File: src/rtl/train_stream_scoreboard.sv
// train_stream_scoreboard
// Replays stored training cases into a bit-serial network one slice per clock.
// It compares the network's actual output against its delayed ideal output,
// and keeps per-case, per-epoch and total error statistics.
// Each case occupies CPC = SLICES+2 clocks. The two extra clocks let the
// network pipeline drain before the case result is decided.

module train_stream_scoreboard #(
  parameter int N_IN      = 16,
  parameter int N_OUT     = 4,
  parameter int A_PER_CLK = 4,
  parameter int Y_PER_CLK = 1,
  parameter int CASES     = 8,
  parameter int CMP_START = 2,
  parameter int MAX_TRAIN = 1000,
  localparam int SLICES   = N_IN / A_PER_CLK,
  localparam int CPC      = SLICES + 2,
  localparam int CASE_W   = (CASES > 1) ? $clog2(CASES) : 1,
  localparam int IDX_W    = $clog2(CPC)
) (
  input  logic                 clk,
  input  logic                 reset,
  input  logic                 start,
  input  logic                 wr_en,
  input  logic [CASE_W-1:0]    wr_addr,
  input  logic [N_IN-1:0]      wr_a,
  input  logic [N_OUT-1:0]     wr_y,
  output logic [A_PER_CLK-1:0] a_in,
  output logic [Y_PER_CLK-1:0] y_in,
  input  logic [Y_PER_CLK-1:0] a_out,
  input  logic [Y_PER_CLK-1:0] y_out,
  output logic                 cycle_clk,
  output logic [IDX_W-1:0]     cycle_index,
  output logic [CASE_W-1:0]    case_sel,
  output logic                 busy,
  output logic                 done,
  output logic                 result_valid,
  output logic                 tc_error,
  output logic                 epoch_done,
  output logic [31:0]          total_error,
  output logic [31:0]          last_epoch_error,
  output logic [31:0]          num_train
);

  // Reject geometries where the input and output streams do not line up
  // slice for slice, or where the case index cannot address the memory
  // exactly.
  if ((N_IN % A_PER_CLK) != 0 || (N_OUT % Y_PER_CLK) != 0 ||
      (N_OUT / Y_PER_CLK) != SLICES) begin : g_bad_geometry
    $error("train_stream_scoreboard: N_OUT/Y_PER_CLK must equal N_IN/A_PER_CLK");
  end
  if (CASES < 2 || (CASES & (CASES - 1)) != 0) begin : g_bad_cases
    $error("train_stream_scoreboard: CASES must be a power of two >= 2");
  end

  typedef enum logic [1:0] {
    IDLE = 2'd0,
    RUN  = 2'd1,
    DONE = 2'd2
  } state_t;

  // Case memory. It is read combinationally so that the slice for the
  // current cycle_index appears on a_in in the same clock. Reset leaves it
  // intact, so stored cases survive an aborted run.
  logic [N_IN-1:0]  mem_a [CASES];
  logic [N_OUT-1:0] mem_y [CASES];

  state_t             state_reg, state_next;
  logic [IDX_W-1:0]   cycle_index_reg, cycle_index_next;
  logic [CASE_W-1:0]  case_sel_reg, case_sel_next;
  logic [31:0]        num_train_reg, num_train_next;
  logic [31:0]        total_error_reg, total_error_next;
  logic [31:0]        last_epoch_error_reg, last_epoch_error_next;
  logic [31:0]        epoch_acc_reg, epoch_acc_next;
  logic               sticky_reg, sticky_next;
  logic               result_valid_reg, result_valid_next;
  logic               tc_error_reg, tc_error_next;
  logic               epoch_done_reg, epoch_done_next;

  logic [N_IN-1:0]      a_row;
  logic [N_OUT-1:0]     y_row;
  logic [A_PER_CLK-1:0] a_slice [SLICES];
  logic [Y_PER_CLK-1:0] y_slice [SLICES];
  logic                 cmp_hit;
  logic                 last_cycle;
  logic                 case_result;
  logic [31:0]          num_train_inc;

  // Counter increment that sticks at all-ones instead of wrapping.
  function automatic logic [31:0] sat_inc(input logic [31:0] v, input logic inc);
    sat_inc = (inc && (v != '1)) ? v + 32'd1 : v;
  endfunction

  // Store a case. Writes are accepted only while no run is using the memory.
  always_ff @(posedge clk) begin
    if (!reset && wr_en && (state_reg != RUN)) begin
      mem_a[wr_addr] <= wr_a;
      mem_y[wr_addr] <= wr_y;
    end
  end

  assign a_row = mem_a[case_sel_reg];
  assign y_row = mem_y[case_sel_reg];

  // Split the selected case into slices. Slice 0 holds the least
  // significant bits.
  for (genvar gi = 0; gi < SLICES; gi++) begin : g_slice
    assign a_slice[gi] = a_row[gi*A_PER_CLK +: A_PER_CLK];
    assign y_slice[gi] = y_row[gi*Y_PER_CLK +: Y_PER_CLK];
  end

  // Drive the most significant slice first. The drain cycles, and any state
  // other than RUN, drive zeros.
  always_comb begin
    a_in = '0;
    y_in = '0;
    if (state_reg == RUN) begin
      for (int i = 0; i < SLICES; i++) begin
        if (cycle_index_reg == IDX_W'(SLICES - 1 - i)) begin
          a_in = a_in | a_slice[i];
          y_in = y_in | y_slice[i];
        end
      end
    end
  end

  // Early cycles are excluded from the compare because the network output
  // still reflects the previous case.
  assign cmp_hit     = (state_reg == RUN) && (cycle_index_reg >= IDX_W'(CMP_START)) &&
                       (a_out != y_out);
  assign last_cycle  = (state_reg == RUN) && (cycle_index_reg == IDX_W'(CPC - 1));
  assign case_result = sticky_reg | cmp_hit;
  assign num_train_inc = sat_inc(num_train_reg, 1'b1);

  // Next-state logic. It covers sequencing, case completion and epoch
  // bookkeeping.
  always_comb begin
    state_next            = state_reg;
    cycle_index_next      = cycle_index_reg;
    case_sel_next         = case_sel_reg;
    num_train_next        = num_train_reg;
    total_error_next      = total_error_reg;
    last_epoch_error_next = last_epoch_error_reg;
    epoch_acc_next        = epoch_acc_reg;
    sticky_next           = sticky_reg;
    result_valid_next     = 1'b0;
    tc_error_next         = tc_error_reg;
    epoch_done_next       = 1'b0;

    unique case (state_reg)
      IDLE, DONE: begin
        cycle_index_next = '0;
        if (start) begin
          state_next            = RUN;
          case_sel_next         = '0;
          num_train_next        = '0;
          total_error_next      = '0;
          last_epoch_error_next = '0;
          epoch_acc_next        = '0;
          sticky_next           = 1'b0;
        end
      end
      RUN: begin
        if (last_cycle) begin
          cycle_index_next  = '0;
          result_valid_next = 1'b1;
          tc_error_next     = case_result;
          num_train_next    = num_train_inc;
          total_error_next  = sat_inc(total_error_reg, case_result);
          sticky_next       = 1'b0;
          if (case_sel_reg == CASE_W'(CASES - 1)) begin
            // The epoch total includes the case finishing right now.
            case_sel_next         = '0;
            epoch_done_next       = 1'b1;
            last_epoch_error_next = sat_inc(epoch_acc_reg, case_result);
            epoch_acc_next        = '0;
          end else begin
            case_sel_next  = case_sel_reg + CASE_W'(1);
            epoch_acc_next = sat_inc(epoch_acc_reg, case_result);
          end
          if (num_train_inc == 32'(MAX_TRAIN)) begin
            state_next = DONE;
          end
        end else begin
          cycle_index_next = cycle_index_reg + IDX_W'(1);
          if (cmp_hit) begin
            sticky_next = 1'b1;
          end
        end
      end
      default: begin
        state_next = IDLE;
      end
    endcase
  end

  // State register. Reset drops any partial case and clears every output.
  always_ff @(posedge clk) begin
    if (reset) begin
      state_reg            <= IDLE;
      cycle_index_reg      <= '0;
      case_sel_reg         <= '0;
      num_train_reg        <= '0;
      total_error_reg      <= '0;
      last_epoch_error_reg <= '0;
      epoch_acc_reg        <= '0;
      sticky_reg           <= 1'b0;
      result_valid_reg     <= 1'b0;
      tc_error_reg         <= 1'b0;
      epoch_done_reg       <= 1'b0;
    end else begin
      state_reg            <= state_next;
      cycle_index_reg      <= cycle_index_next;
      case_sel_reg         <= case_sel_next;
      num_train_reg        <= num_train_next;
      total_error_reg      <= total_error_next;
      last_epoch_error_reg <= last_epoch_error_next;
      epoch_acc_reg        <= epoch_acc_next;
      sticky_reg           <= sticky_next;
      result_valid_reg     <= result_valid_next;
      tc_error_reg         <= tc_error_next;
      epoch_done_reg       <= epoch_done_next;
    end
  end

  assign cycle_clk        = (state_reg == RUN) && (cycle_index_reg == '0);
  assign cycle_index      = cycle_index_reg;
  assign case_sel         = case_sel_reg;
  assign busy             = (state_reg == RUN);
  assign done             = (state_reg == DONE);
  assign result_valid     = result_valid_reg;
  assign tc_error         = tc_error_reg;
  assign epoch_done       = epoch_done_reg;
  assign total_error      = total_error_reg;
  assign last_epoch_error = last_epoch_error_reg;
  assign num_train        = num_train_reg;

endmodule

File: config.mk
export PLATFORM = sky130hd
export DESIGN_NAME = train_stream_scoreboard
export DESIGN_NICKNAME = d
export VERILOG_FILES = /design/src/rtl/train_stream_scoreboard.sv
export SDC_FILE = /design/constraint.sdc
export NUM_CORES = 1
export LEC_CHECK = 0
export CAP_MARGIN = 15
export CORE_MARGIN = 8
export CORE_UTILIZATION = 55
export CTS_BUF_LIST = sky130_fd_sc_hd__clkbuf_4
export CTS_CLUSTER_SIZE = 25
export DETAILED_ROUTE_END_ITERATION = 8
export PLACE_DENSITY = 0.88
export RECOVER_POWER = 100
export SLEW_MARGIN = 20
export SYNTH_ARGS = -nofsm -noshare
export SYNTH_HDL_FRONTEND = slang
export SYNTH_SLANG_ARGS = --single-unit
export TNS_END_PERCENT = 1
File: constraint.sdc
create_clock -name clk -period 3.8 [get_ports clk]
set_input_delay 0.38 -clock clk [delete_from_list [all_inputs] [get_ports clk]]
set_output_delay 0.38 -clock clk [all_outputs]
set_load 0.1 [all_outputs]
==> out/metrics.cfg, run 1 <==
[setup_path]
cp_slowest_cell=mux4_2
path_delay_family=multiplexers
startpoint_type=register
reg2reg_to=mem_a[0][14]
critPathKind=register to primary output
r2r_start=state_reg[1]
path_depth=7
crit_arrival_ns=3.11
cp.required_ns=3.42
cp-end-kind=primary output
reg2regPathDepth=6
crit_chain=buf_12, mux4_2, mux2i_1, o22ai_1, a221oi_1, nor2_1, clkbuf_2
worstPathMaxFanout=40
critPathBufInv=2
setup.worst_path.end=a_in[2]
reg2reg_slack_ns=0.34
crit_path_max_incr_delay_ns=0.56

[finish]
drive_gt1_frac=0.1515
largest_reg_flops=128
layout_common_cells=160 x edfxtp_1, 142 x dfxtp_1, 126 x dlygate4sd3_1
layout_commonest_cell=edfxtp_1
fin_nets=1425
utilization=0.6704
fill_cells=1796
syn_to_final_growth_pct=19.58
largest-register=mem_a

[drt]
dr.pass1.iters=6
vias_per_cell=6.082
drc=0
vias=10730
drt_iter0_drc=962
routed_wl_um=35320
ant_nets=0
routedWlPerCell_um=20.01

[clock_tree]
post_cts_buffers=0
h-tree-depth=3
cts_buffers=78
cts.sinks=303
clkLatencyLatePin_ns=0.71
root_buffer=clkbuf_4
cts_tree=yes
cts-resized-gates=0
path_clk_slew_ns=0.06
cts_hold_buf=0
clockBufferDepth=3

[yosys]
synth_top_area_frac=0.3524
synth_top_flop_cell=edfxtp_1
synthCells=1204
synth_edf_count=160
ys_seq_area_frac=0.5624
yosysWarnings=0
synthesis.area_sq_um=13630
synth.distinct_cells=77
async_reset_ff_frac=0
synth_area_leaders=edfxtp_1 35%, dfxtp_1 21%, mux4_2 6.6%
synth_nets=1243
avgSynthCellArea_sq_um=11.32
yosys_register_bits=303
synth_top_area_cell=edfxtp_1

[sta]
hold_viol=0
slew_viol_final=0
max_slew_margin=0.05016
finalCritPeriodShare=0.9191
layout_min_cycle_time_ns=3.492
fin_ws_ns=0.3076
fin_tns_setup_ns=0
worst_slew_pin_slew_ns=1.425
rsz0062_at_grt=no
max_freq_ghz=0.2863
whs_ns=0.4294
setup_viol=0
clock-skew-final_ns=0.03972

[placed_design]
finalWeightedCongestion=0.9086
hpwlAfterDp_um=24120
dpl_worst_slack_ns=0.5761
io_buffers=141

[pwr]
peakVddDrop_mv=0.3525
totalPowerFinal_mw=6.415
p_per_area_nw_per_um2=393.5
total_leakage_power_nw=5.630

[grt]
grt_usage=0.2314
grt_pass1_wl_um=56500
met1_usage=0.2786
use_met3=0.06230
grt_overflow=0
grt_max_degree=41
use_met2=0.3853
grt_pass1_vias=10520
grt-busiest-layer=met2
antenna_found_initial=5

[job]
maxCapViolations=0

[min_path]
whs_path_depth=3
hold_path_class=input pin to register

[die]
start_util=0.5606
die_area_sq_um=30080
coreArea_sq_um=24320
ios=142
fp.dieH_um=173.4
placement_rows=57
die_x_um=173.4

[run_status]
status=complete, no violations

[report_power, final]
group / switching [mW] / total, mW / internal [mW]
Sequential: 0.00876 / 3.47 / 3.46
Clock: 1.32 / 2.71 / 1.39
Combinational: 0.176 / 0.237 / 0.0606
Total: 1.50 / 6.42 / 4.91
[cells by family after synthesis]
family	synth area share
compound gates	0.1279
xor+xnor	0.03726
fa+ha+maj	0.009178
buf+inv	0.02698
flops	0.5624
mux	0.08544
simple gates	0.1508
[cell type report]
class	instances	area, sq um	area share
tap	324	405.4	0.02487
inverter	19	71.32	0.004375
clock inverter	19	115.1	0.007061
antenna	2	5.005	0.0003070
sequential	303	7669	0.4704
timing repair buffer	174	1573	0.09647
multi-input combinational	810	5609	0.3441
clock buffer	114	855.8	0.05249
[cell usage after synthesis, drive strengths merged (26+ instances only)]
| master | number |
|---|---|
| dfxtp | 143 |
| clkbuf | 51 |
| edfxtp | 160 |
| nand3 | 46 |
| nor2 | 81 |
| nand2 | 116 |
| mux4 | 40 |
| o21ai | 109 |
| xnor2 | 42 |
| a31oi | 26 |
| nand4 | 31 |
| a21oi | 47 |
[worst reg2reg max path: cells and delay by family (launching register included)]
family                 cells  cell delay, ns
buffers and inverters      3            1.53
DFF                        1            0.45
and+or+nand+nor            3            1.10
[worst min path at each step]
stage	from	end	slack, ns
after floorplan	epoch_acc_reg[29]	epoch_acc_reg[29]	0.46
after global placement	last_epoch_error[27]	last_epoch_error[27]	0.43
after detailed placement	last_epoch_error[30]	last_epoch_error[30]	0.44
after CTS	wr_a[0]	mem_a[0][0]	0.33
after global routing	start	state_reg[1]	0.43
final	start	state_reg[1]	0.43
[through the flow]
| stage | instance area [sq um] | std cells |
|---|---|---|
| floorplan | 13630 | 1204 |
| global placement | 15420 | 1630 |
| detailed placement | 15420 | 1630 |
| CTS | 16390 | 1763 |
| global route | 16300 | 1765 |
| finish | 16300 | 1765 |
[metal layers]
metal | up-vias | share of wire
met2 | 477 | 0.49
met1 | 5163 | 0.40
met5 | - | 0.00099
met3 | 100 | 0.082
met4 | 6 | 0.033
li1 | 4988 | -
No activity file was read; power rests on OpenSTA's default activity.
==> run 2: changes to the inputs <==
- CELL_PAD_IN_SITES_DETAIL_PLACEMENT: not set -> 0
- CELL_PAD_IN_SITES_GLOBAL_PLACEMENT: not set -> 1
- CORE_UTILIZATION: 55 -> 47
- PLACE_DENSITY: 0.88 -> 0.92
==> out/metrics.cfg, run 2 (same netlist as run 1, synthesis figures left out) <==
[sta]
setup_viol=0  ; unchanged
layout_min_cycle_time_ns=3.480  ; -0.01197 ns
finalCritPeriodShare=0.9159  ; -0.003151
clock-skew-final_ns=0.03683  ; -0.002898 ns
fin_tns_setup_ns=0  ; unchanged
max_freq_ghz=0.2873  ; +0.34%
rsz0062_at_grt=no
worst_slew_pin_slew_ns=1.458  ; +0.03321 ns
slew_viol_final=0  ; unchanged
hold_viol=0  ; unchanged
fin_ws_ns=0.3195  ; +0.01197 ns
whs_ns=0.4448  ; +0.01541 ns
max_slew_margin=0.02802  ; -0.02214

[clock_tree]
cts.sinks=303  ; unchanged
path_clk_slew_ns=0.06  ; about the same
h-tree-depth=3  ; unchanged
root_buffer=clkbuf_4
clkLatencyLatePin_ns=0.69  ; -0.02 ns
cts_hold_buf=0  ; unchanged
clockBufferDepth=3  ; unchanged
cts_buffers=78  ; unchanged
cts_tree=yes

[die]
fp.dieH_um=186.3  ; +7.4%
coreArea_sq_um=28630  ; +18%
die_area_sq_um=34710  ; +15%
start_util=0.4763  ; -0.08431
die_x_um=186.3  ; +7.4%
ios=142  ; unchanged
placement_rows=62  ; +8.8%

[placed_design]
finalWeightedCongestion=0.9072  ; -0.15%
dpl_cell_area_sq_um=15590  ; +1.1%
io_buffers=141  ; unchanged
hpwlAfterDp_um=24360  ; +0.99%
placed_cells=1701  ; +4.4%
dpl_worst_slack_ns=0.5937  ; +0.01761 ns

[setup_path]
cp-end-kind=primary output
reg2reg_slack_ns=0.40  ; +0.06 ns
critPathKind=register to primary output
worstPathMaxFanout=22  ; -45%
crit_arrival_ns=3.10  ; about the same
cp.required_ns=3.42  ; about the same
startpoint_type=register

[finish]
utilization=0.5723  ; -0.09807
fin_area_sq_um=16380  ; +0.48%
fin_nets=1436  ; +0.77%
layout_common_cells=160 x edfxtp_1, 142 x dfxtp_1, 126 x dlygate4sd3_1
drive_gt1_frac=0.1451  ; -0.006366
multi_input_area_sq_um=5580  ; -0.51%
fill_cells=2373  ; +32%
layout_commonest_cell=edfxtp_1
syn_to_final_growth_pct=20.16
largest-register=mem_a
instances_no_fill=1835  ; +4.0%
largest_reg_flops=128  ; unchanged
regArea_sq_um=7671  ; about the same

[pwr]
p_per_area_nw_per_um2=387.5  ; -1.5%
total_leakage_power_nw=5.613  ; -0.30%
totalPowerFinal_mw=6.348  ; -1.1%
peakVddDrop_mv=0.2407  ; -32%

[run_status]
status=complete, no violations

[drt]
vias_per_cell=5.752  ; -5.4%
vias=10560  ; -1.7%
drt_iter0_drc=772  ; -20%
ant_nets=0  ; unchanged
dr.pass1.iters=5  ; -1
drc=0  ; unchanged
routed_wl_um=35390  ; +0.22%
routedWlPerCell_um=19.29  ; -3.6%

[grt]
grt_overflow=0  ; unchanged
grt_pass1_wl_um=56200  ; -0.53%
antenna_found_initial=6  ; +1
grt_max_degree=41  ; unchanged
grt_pass1_vias=10460  ; -0.62%
grt_usage=0.1988  ; -0.03254

[job]
maxCapViolations=0  ; unchanged

[min_path]
hold_path_class=register to register

[run 2: layout make-up]
type,count,share of cell area
Timing Repair Buffer,185,0.09967
Clock buffer,104,0.04766
Multi-Input combinational cell,810,0.3406
Inverter,19,0.004353
Sequential cell,303,0.4683
Tap cell,384,0.02933
Clock inverter,26,0.009471
Antenna cell,4,0.0006110
[run 2: worst max-delay path, stage by stage (launching register included)]
cell,delay (ns)
dfxtp_4,0.63
buf_4,0.27
mux4_2,0.52
mux2i_1,0.18
o22ai_1,0.14
a221oi_1,0.24
nor2_1,0.12
clkbuf_4,0.33
[run 2: final timing paths]
check,cells after the start,startpoint,to
hold reg to reg,2,last_epoch_error[10],last_epoch_error[10]
hold / removal,2,last_epoch_error[10],last_epoch_error[10]
setup reg to reg,8,num_train[0],state_reg[0]
setup / recovery,7,register,a_in[2]
[run 2: timing repair]
action | in CTS | in global routing
endpoints found under the setup margin | 0 | 4
buffers inserted | 0 | 0
gates resized for setup | 0 | 1
[run 2: routing by layer]
layer / share of wire / GRT usage / wire length [um] / up-vias
met2: 0.49 / 0.3290 / 17280 / 419
met5: 0.00071 / 0 / 25 / -
met4: 0.026 / 0.09267 / 903 / 4
met1: 0.41 / 0.2416 / 14450 / 5051
li1: - / - / - / 5023
met3: 0.077 / 0.04922 / 2726 / 58
[run 2: power by group]
part           internal [mW]  total [mW]  switching, mW
Sequential              3.46        3.47        0.00805
Combinational         0.0621       0.240          0.178
Clock                   1.35        2.64           1.29
Total                   4.87        6.35           1.47
==> run 3: changes to the inputs <==
- GPL_ROUTABILITY_DRIVEN: not set -> 1
==> results of run 3 <==
The final DEF is identical to that of run 2; final timing and power are the same.
